### src/rtl/bin2bcd_seq_pkg.sv
// ---------------------------------------------------------------------------
// bcd_pkg
//   Shared types and constants for the sequential binary-to-BCD converter.
//   - state_t     : converter FSM states (IDLE / SHIFT / DONE)
//   - NIBBLE_W    : bits per BCD digit
//   - ADD3_THRESH : a digit at or above this value gets +3 before each shift
// ---------------------------------------------------------------------------
package bcd_pkg;

    typedef enum logic [1:0] {
        IDLE  = 2'd0,
        SHIFT = 2'd1,
        DONE  = 2'd2
    } state_t;

    localparam int          NIBBLE_W    = 4;
    localparam logic [3:0]  ADD3_THRESH = 4'd5;

endpackage : bcd_pkg

### src/rtl/bin2bcd_seq_if.sv
// ---------------------------------------------------------------------------
// bin2bcd_seq_if
//   Handshake bundle for bin2bcd_seq.
//   Input side : in_valid (prod->conv), in_ready (conv->prod), in_bin
//   Output side: out_valid, out_bcd, out_overflow, out_blank (conv->cons),
//                out_ready (cons->conv)
//   Modports   : master = producer/consumer side, slave = converter side.
//   Optional   : out_blank exists only when BCD_BLANK_EN is defined.
// ---------------------------------------------------------------------------
interface bin2bcd_seq_if #(
    parameter int BIN_W  = 7,
    parameter int DIGITS = 4
);

    logic                  in_valid;
    logic                  in_ready;
    logic [BIN_W-1:0]      in_bin;
    logic                  out_valid;
    logic                  out_ready;
    logic [4*DIGITS-1:0]   out_bcd;
    logic                  out_overflow;
`ifdef BCD_BLANK_EN
    logic [DIGITS-1:0]     out_blank;

    modport master (
        output in_valid, in_bin, out_ready,
        input  in_ready, out_valid, out_bcd, out_overflow, out_blank
    );

    modport slave (
        input  in_valid, in_bin, out_ready,
        output in_ready, out_valid, out_bcd, out_overflow, out_blank
    );
`else
    modport master (
        output in_valid, in_bin, out_ready,
        input  in_ready, out_valid, out_bcd, out_overflow
    );

    modport slave (
        input  in_valid, in_bin, out_ready,
        output in_ready, out_valid, out_bcd, out_overflow
    );
`endif

endinterface : bin2bcd_seq_if

### src/rtl/bin2bcd_seq_add3.sv
// ---------------------------------------------------------------------------
// bcd_add3
//   Combinational double-dabble digit correction: o_nib = i_nib + 3 when
//   i_nib >= ADD3_THRESH, otherwise i_nib unchanged.
//   Ports:
//     i_nib  in   NIBBLE_W   BCD digit before the shift
//     o_nib  out  NIBBLE_W   corrected digit
// ---------------------------------------------------------------------------
module bcd_add3
    import bcd_pkg::*;
(
    input  logic [NIBBLE_W-1:0] i_nib,
    output logic [NIBBLE_W-1:0] o_nib
);

    always_comb begin
        o_nib = i_nib;
        if (i_nib >= ADD3_THRESH) begin
            o_nib = i_nib + NIBBLE_W'(3);
        end
    end

endmodule : bcd_add3

### src/rtl/bin2bcd_seq.sv
// ---------------------------------------------------------------------------
// bin2bcd_seq
//   Sequential binary-to-BCD converter (shift-add-3), one input bit per clock.
//   A value is accepted in IDLE, shifted for BIN_W cycles, then presented in
//   DONE until the consumer takes it. One conversion in flight at a time.
//   Parameters:
//     BIN_W   width of the binary input
//     DIGITS  number of BCD digits produced (digit 0 = units)
//   Ports:
//     clk     in   system clock, all state on posedge
//     rst_n   in   asynchronous active-low reset
//     bus     slave modport of bin2bcd_seq_if (in_* / out_* handshake)
//   Optional feature macro: BCD_BLANK_EN (adds registered out_blank, the
//   leading-zero mask; out_blank[0] is always 0).
// ---------------------------------------------------------------------------
module bin2bcd_seq
    import bcd_pkg::*;
#(
    parameter int BIN_W  = 7,
    parameter int DIGITS = 4
) (
    input  logic         clk,
    input  logic         rst_n,
    bin2bcd_seq_if.slave bus
);

    localparam int BCD_W = NIBBLE_W * DIGITS;
    localparam int SR_W  = BCD_W + BIN_W;
    localparam int CNT_W = $clog2(BIN_W + 1);

    // FSM
    state_t              r_state;
    state_t              w_state_next;
    logic                w_in_ready;
    logic                w_out_valid;

    // Datapath: r_sr = {bcd digits, remaining binary bits}
    logic [SR_W-1:0]     r_sr;
    logic [CNT_W-1:0]    r_cnt;
    logic                r_ovf;
    logic [BCD_W-1:0]    r_out_bcd;
    logic                r_out_ovf;

    logic [BCD_W-1:0]    w_bcd_adj;
    logic [SR_W-1:0]     w_sr_next;
    logic [BCD_W-1:0]    w_bcd_final;
    logic                w_ovf_bit;
    logic                w_last;

`ifdef BCD_BLANK_EN
    logic [DIGITS-1:0]   r_out_blank;
    logic [DIGITS-1:0]   w_blank;
    logic                w_zero_run;
`endif

    // -----------------------------------------------------------------------
    // Digit correction, one add-3 cell per BCD digit
    // -----------------------------------------------------------------------
    for (genvar g = 0; g < DIGITS; g++) begin : g_add3
        bcd_add3 u_add3 (
            .i_nib (r_sr[BIN_W + g*NIBBLE_W +: NIBBLE_W]),
            .o_nib (w_bcd_adj[g*NIBBLE_W +: NIBBLE_W])
        );
    end

    // The top corrected bit is what falls off the BCD field on this shift;
    // a 1 there means the value no longer fits in DIGITS digits.
    assign w_ovf_bit   = w_bcd_adj[BCD_W-1];
    assign w_sr_next   = {w_bcd_adj[BCD_W-2:0], r_sr[BIN_W-1:0], 1'b0};
    assign w_bcd_final = w_sr_next[SR_W-1:BIN_W];
    assign w_last      = (r_cnt == CNT_W'(1));

`ifdef BCD_BLANK_EN
    // Walk from the most significant digit down; a digit is blank only while
    // every digit above it (and itself) is zero. Units digit never blanks.
    always_comb begin
        w_blank    = '0;
        w_zero_run = 1'b1;
        for (int unsigned i = DIGITS - 1; i >= 1; i--) begin
            w_zero_run = w_zero_run & (w_bcd_final[i*NIBBLE_W +: NIBBLE_W] == '0);
            w_blank[i] = w_zero_run;
        end
    end
`endif

    // -----------------------------------------------------------------------
    // FSM: state register
    // -----------------------------------------------------------------------
    always_ff @(posedge clk or negedge rst_n) begin
        if (!rst_n) begin
            r_state <= IDLE;
        end else begin
            r_state <= w_state_next;
        end
    end

    // -----------------------------------------------------------------------
    // FSM: next-state logic
    // -----------------------------------------------------------------------
    always_comb begin
        w_state_next = r_state;
        unique case (r_state)
            IDLE:    if (bus.in_valid)  w_state_next = SHIFT;
            SHIFT:   if (w_last)        w_state_next = DONE;
            DONE:    if (bus.out_ready) w_state_next = IDLE;
            default:                    w_state_next = IDLE;
        endcase
    end

    // -----------------------------------------------------------------------
    // FSM: outputs
    // -----------------------------------------------------------------------
    always_comb begin
        w_in_ready  = 1'b0;
        w_out_valid = 1'b0;
        unique case (r_state)
            IDLE:    w_in_ready  = 1'b1;
            DONE:    w_out_valid = 1'b1;
            default: ;
        endcase
    end

    // -----------------------------------------------------------------------
    // Datapath registers
    // -----------------------------------------------------------------------
    always_ff @(posedge clk or negedge rst_n) begin
        if (!rst_n) begin
            r_sr      <= '0;
            r_cnt     <= '0;
            r_ovf     <= 1'b0;
            r_out_bcd <= '0;
            r_out_ovf <= 1'b0;
`ifdef BCD_BLANK_EN
            r_out_blank <= '0;
`endif
        end else begin
            unique case (r_state)
                IDLE: begin
                    // in_ready is high in IDLE, so in_valid alone completes the handshake
                    if (bus.in_valid) begin
                        r_sr  <= SR_W'(bus.in_bin);
                        r_cnt <= CNT_W'(BIN_W);
                        r_ovf <= 1'b0;
                    end
                end
                SHIFT: begin
                    r_sr  <= w_sr_next;
                    r_cnt <= r_cnt - CNT_W'(1);
                    r_ovf <= r_ovf | w_ovf_bit;
                    // Results are captured straight from the final shift so
                    // they are ready the same edge the FSM enters DONE, and
                    // remain after the output handshake.
                    if (w_last) begin
                        r_out_bcd <= w_bcd_final;
                        r_out_ovf <= r_ovf | w_ovf_bit;
`ifdef BCD_BLANK_EN
                        r_out_blank <= w_blank;
`endif
                    end
                end
                default: ;
            endcase
        end
    end

    assign bus.in_ready     = w_in_ready;
    assign bus.out_valid    = w_out_valid;
    assign bus.out_bcd      = r_out_bcd;
    assign bus.out_overflow = r_out_ovf;
`ifdef BCD_BLANK_EN
    assign bus.out_blank    = r_out_blank;
`endif

endmodule : bin2bcd_seq

### src/flat_wrapper.sv
// flat-port wrapper written by rule: the top's interface ports become plain ports
module bin2bcd_seq_flat import bcd_pkg::*;
#(
    parameter int BIN_W  = 7,
    parameter int DIGITS = 4
)
  (clk, rst_n, bus_in_valid, bus_in_bin, bus_out_ready, bus_in_ready, bus_out_valid, bus_out_bcd, bus_out_overflow);
  bin2bcd_seq_if #(.BIN_W(BIN_W), .DIGITS(DIGITS)) bus_i ();
  input  logic clk;
  input  logic rst_n;
  input wire logic [$bits(bus_i.in_valid)-1:0] bus_in_valid;
  input wire logic [$bits(bus_i.in_bin)-1:0] bus_in_bin;
  input wire logic [$bits(bus_i.out_ready)-1:0] bus_out_ready;
  output wire logic [$bits(bus_i.in_ready)-1:0] bus_in_ready;
  output wire logic [$bits(bus_i.out_valid)-1:0] bus_out_valid;
  output wire logic [$bits(bus_i.out_bcd)-1:0] bus_out_bcd;
  output wire logic [$bits(bus_i.out_overflow)-1:0] bus_out_overflow;
  assign bus_i.in_valid = bus_in_valid;
  assign bus_i.in_bin = bus_in_bin;
  assign bus_i.out_ready = bus_out_ready;
  assign bus_in_ready = bus_i.in_ready;
  assign bus_out_valid = bus_i.out_valid;
  assign bus_out_bcd = bus_i.out_bcd;
  assign bus_out_overflow = bus_i.out_overflow;
  bin2bcd_seq #(.BIN_W(BIN_W), .DIGITS(DIGITS)) u_core (.clk(clk), .rst_n(rst_n), .bus(bus_i));
endmodule
### config.mk
export PLATFORM = sky130hd
export DESIGN_NAME = bin2bcd_seq_flat
export DESIGN_NICKNAME = d
export VERILOG_FILES = /design/src/rtl/bin2bcd_seq_pkg.sv /design/src/rtl/bin2bcd_seq_if.sv /design/src/rtl/bin2bcd_seq_add3.sv /design/src/rtl/bin2bcd_seq.sv /design/src/flat_wrapper.sv
export SDC_FILE = /design/constraint.sdc
export NUM_CORES = 1
export LEC_CHECK = 0
export CAP_MARGIN = 10
export CORE_MARGIN = 5
export CORE_UTILIZATION = 35
export CTS_CLUSTER_DIAMETER = 100
export DETAILED_ROUTE_END_ITERATION = 10
export PLACE_DENSITY = 0.57
export SLEW_MARGIN = 10
export SYNTH_ARGS = -nofsm -noshare
export SYNTH_HDL_FRONTEND = slang
export SYNTH_HIERARCHICAL = 1
export SYNTH_SLANG_ARGS = --single-unit
export TNS_END_PERCENT = 5
### constraint.sdc
create_clock -name clk -period 1.47 [get_ports clk]
set_clock_uncertainty 0.1 [all_clocks]
set_input_delay 0.294 -clock clk [delete_from_list [all_inputs] [get_ports clk]]
set_output_delay 0.294 -clock clk [all_outputs]
set_load 0.005 [all_outputs]
==> results.py <==
metrics = {
    "status": {
        "status": "finished, violations left",
        "violations": "negative setup slack",
    },
    "power": {
        "p_int_mw": 4.31,
        "p_per_area_nw_per_um2": 2170,
        "power_frac_comb_pct": 54.4,
        "seqPwrFrac_pct": 33.9,
        "switchingPower_mw": 2.34,
        "switching_share_pct": 35.2,
        "p_leak_nw": 1.50,
        "ir_drop_v": 0.00103,
        "power_frac_clock_pct": 11.6,
    },
    "finish": {
        "seq_area_um2": 1150,
        "final_common_cell": "dfrtp_1",
        "postLayoutCoreUtil_pct": 48.6,
        "fin_nets": 284,
        "layout-drive-gt1-share_pct": 30.2,
        "syn_to_final_growth_pct": 36.4,
        "fillers": 603,
        "multi_input_area_um2": 1090,
        "stdcell_count": 339,
        "diodes": 0,
        "design_area_um2": 3070,
        "layout_common_cells": "46 x dfrtp_1, 24 x buf_4, 18 x nand2_1",
    },
    "placed_design": {
        "gp_congestion": 0.767,
        "dp_hpwl_um": 3180,
        "place.port_buffers": 29,
        "placedInstanceArea_um2": 2820,
        "placed_cells": 326,
    },
    "sta": {
        "slew_headroom_pct": 78.4,
        "max_slew.worst_pin.slew_ps": 324,
        "min_period_ps": 1670,
        "timing.final.crit_share_pct": 114,
        "rsz0062_at_grt": "yes",
        "drv_slew": 0,
        "finalHoldViolCount": 0,
        "fmax_ghz": 0.597,
        "setup-violations-final": 32,
        "worst_slack_ps": -204,
    },
    "worst_hold_path": {
        "hp-class": "in -> async",
    },
    "synthesis": {
        "ys_top_cells_by_area": "dfrtp_1 51%, a22o_1 6.2%, ha_1 5.6%",
        "synth_seq_area_share_pct": 51.1,
        "synth_edf_count": 0,
        "synth_xor_area_share_pct": 1.56,
        "synthMuxAreaShare_pct": 11.4,
        "async_flop_share_pct": 100,
        "synth_area_leader_cell": "dfrtp_1",
        "synth_top_area_share_pct": 51.1,
        "synthSimpleGateAreaFrac_pct": 9.01,
        "ys_types": 30,
        "syn_area_um2": 2250,
        "synth_seq_cells": 46,
        "synth_top_family_by_area": "compound AO/OA/AOI/OAI gates",
        "synth_flop_cell": "dfrtp_1",
        "synthCells": 199,
        "yosys_warnings": 6,
        "synth_fa_ha_area_share_pct": 5.56,
        "syn-num-nets": 220,
        "syn_area_per_cell_um2": 11.3,
        "synth_compound_area_share_pct": 16.0,
    },
    "clock_tree": {
        "cts_sinks": 46,
        "clkTransAtPathRegs_ps": 80,
        "htree_levels": 2,
        "ctsRootBufferMaster": "clkbuf_8",
        "cts-buffers-inserted": 5,
        "tritoncts": "built",
        "clkLatencyLatePin_ps": 290,
        "cts_buffer_depth": 2,
    },
    "drt": {
        "ant_nets": 0,
        "dr.pass1.iters": 4,
        "via_count": 1682,
        "first_iter_violations": 70,
        "wl_um": 4760,
        "viasPerCell": 4.96,
        "drc": 0,
        "wl_per_cell_um": 14.1,
    },
    "critical_path": {
        "crit_type": "reg -> reg",
        "startpoint_type": "register",
        "crit_fanout": 5,
        "rrSetupSlack_ps": -200,
        "rr_worst_depth": 5,
        "critPathRequiredTime_ps": 1550,
        "timing.rr.start": "u_core/r_state[1]$_DFFE_PN0P_",
        "arrival_ps": 1750,
        "critPathCaptureType": "register",
        "timing.rr.end": "u_core/bus.out_bcd[1]$_DFFE_PN0P_",
    },
    "die": {
        "coreArea_um2": 6310,
        "start_util_pct": 35.7,
        "die-area_um2": 8140,
        "rows": 29,
        "die_h_um": 90.2,
        "num_io_pins": 30,
        "die_w_um": 90.2,
    },
    "grt": {
        "grt_pass1_vias": 1756,
        "grt.overflow.total": 0,
        "antenna_found_initial": 0,
        "grt.total_usage_pct": 11.9,
        "grt_pass1_wl_um": 8050,
        "grt_start_max_net_pins": 35,
    },
    "run": {
        "drv_cap": 0,
    },
}
==> power groups by stage <==
stage	logic [mW]	registers (mW)	clock network, mW
floorplan	2.06	2.22	0
global placement	3.34	2.28	0
detailed placement	3.38	2.28	0
CTS	3.32	2.25	0.814
global route	4.01	2.35	0.867
finish	3.62	2.26	0.772
==> cell families after synthesis <==
group / after synthesis
compound gates: 52
xor+xnor: 4
fa+ha+maj: 10
buf+inv: 22
flops: 46
mux: 21
simple gates: 44
==> timing repair <==
item	CTS	global route
resized for setup	24	38
buffers inserted	3	2
hold buffers	1	0
pin swaps	4	3
cloned	0	1
endpoints found under the hold margin	12	0
endpoints found under the setup margin	47	48
==> cells in the mapped netlist, types with 2 or more instances <==
master and number:
mux2_4 7, xnor2_1 4, buf_6 2, a21oi_1 8
o22ai_1 6, nand2_1 18, a22o_1 16, mux2_2 9
mux2i_1 5, nand2b_1 9, nor2_1 14, buf_2 3
o21ai_1 4, a22oi_1 2, dfrtp_1 46, o21ai_0 8
ha_1 10, a21oi_2 4, inv_1 13
==> worst max-delay path, stage by stage (launching register included) <==
cell and delay (ps):
dfrtp_1 400, buf_6 120, buf_6 100, and4bb_4 380, buf_8 150, mux2_4 300
==> state kept, by name, indices dropped and copies added (netlist names) <==
register	count
u_core/bus.out_bcd	16
u_core/bus.out_overflow	1
u_core/r_cnt	3
u_core/r_ovf	1
u_core/r_sr	23
u_core/r_state	2
==> per-layer routing <==
metal	global-route usage (%)	part of all wire (%)	routed length [um]
met5	0	0	0
met4	4.09	0.94	45
met3	2.67	4.1	193
met2	20.1	49	2310
met1	14.8	46	2210
==> stage by stage <==
stage	TNS [ps]	setup slack [ps]	power, mW	hold WS, ps
2_1_floorplan	-526	-53.2	4.28	-102
3_3_place_gp	-2050	-89.3	5.62	113
3_5_place_dp	-2220	-86.2	5.67	103
4_1_cts	-4060	-196	6.38	323
5_1_grt	-5450	-231	7.23	343
6_report	-3650	-204	6.65	326
==> cell type report <==
cell class	count	share of cell area [%]
Multi-Input combinational cell	131	35.5
Inverter	15	1.83
Tap cell	77	3.14
Sequential cell	46	37.5
Timing Repair Buffer	64	19.3
Clock buffer	6	2.69
==> worst max path at each step <==
stage	cells past startpoint	startpoint	to	slack, ps
after floorplan	5	u_core/r_state[1]$_DFFE_PN0P_	u_core/bus.out_bcd[10]$_DFFE_PN0P_	-50
after global placement	5	u_core/r_sr[15]$_DFFE_PN0P_	u_core/bus.out_bcd[10]$_DFFE_PN0P_	-90
after detailed placement	6	u_core/r_sr[20]$_DFFE_PN0P_	u_core/bus.out_bcd[14]$_DFFE_PN0P_	-90
after CTS	5	u_core/r_state[1]$_DFFE_PN0P_	u_core/bus.out_bcd[1]$_DFFE_PN0P_	-200
after global routing	5	u_core/r_state[1]$_DFFE_PN0P_	u_core/bus.out_bcd[4]$_DFFE_PN0P_	-230
final	5	u_core/r_state[1]$_DFFE_PN0P_	u_core/bus.out_bcd[1]$_DFFE_PN0P_	-200
(Power assumes the default switching activity.)
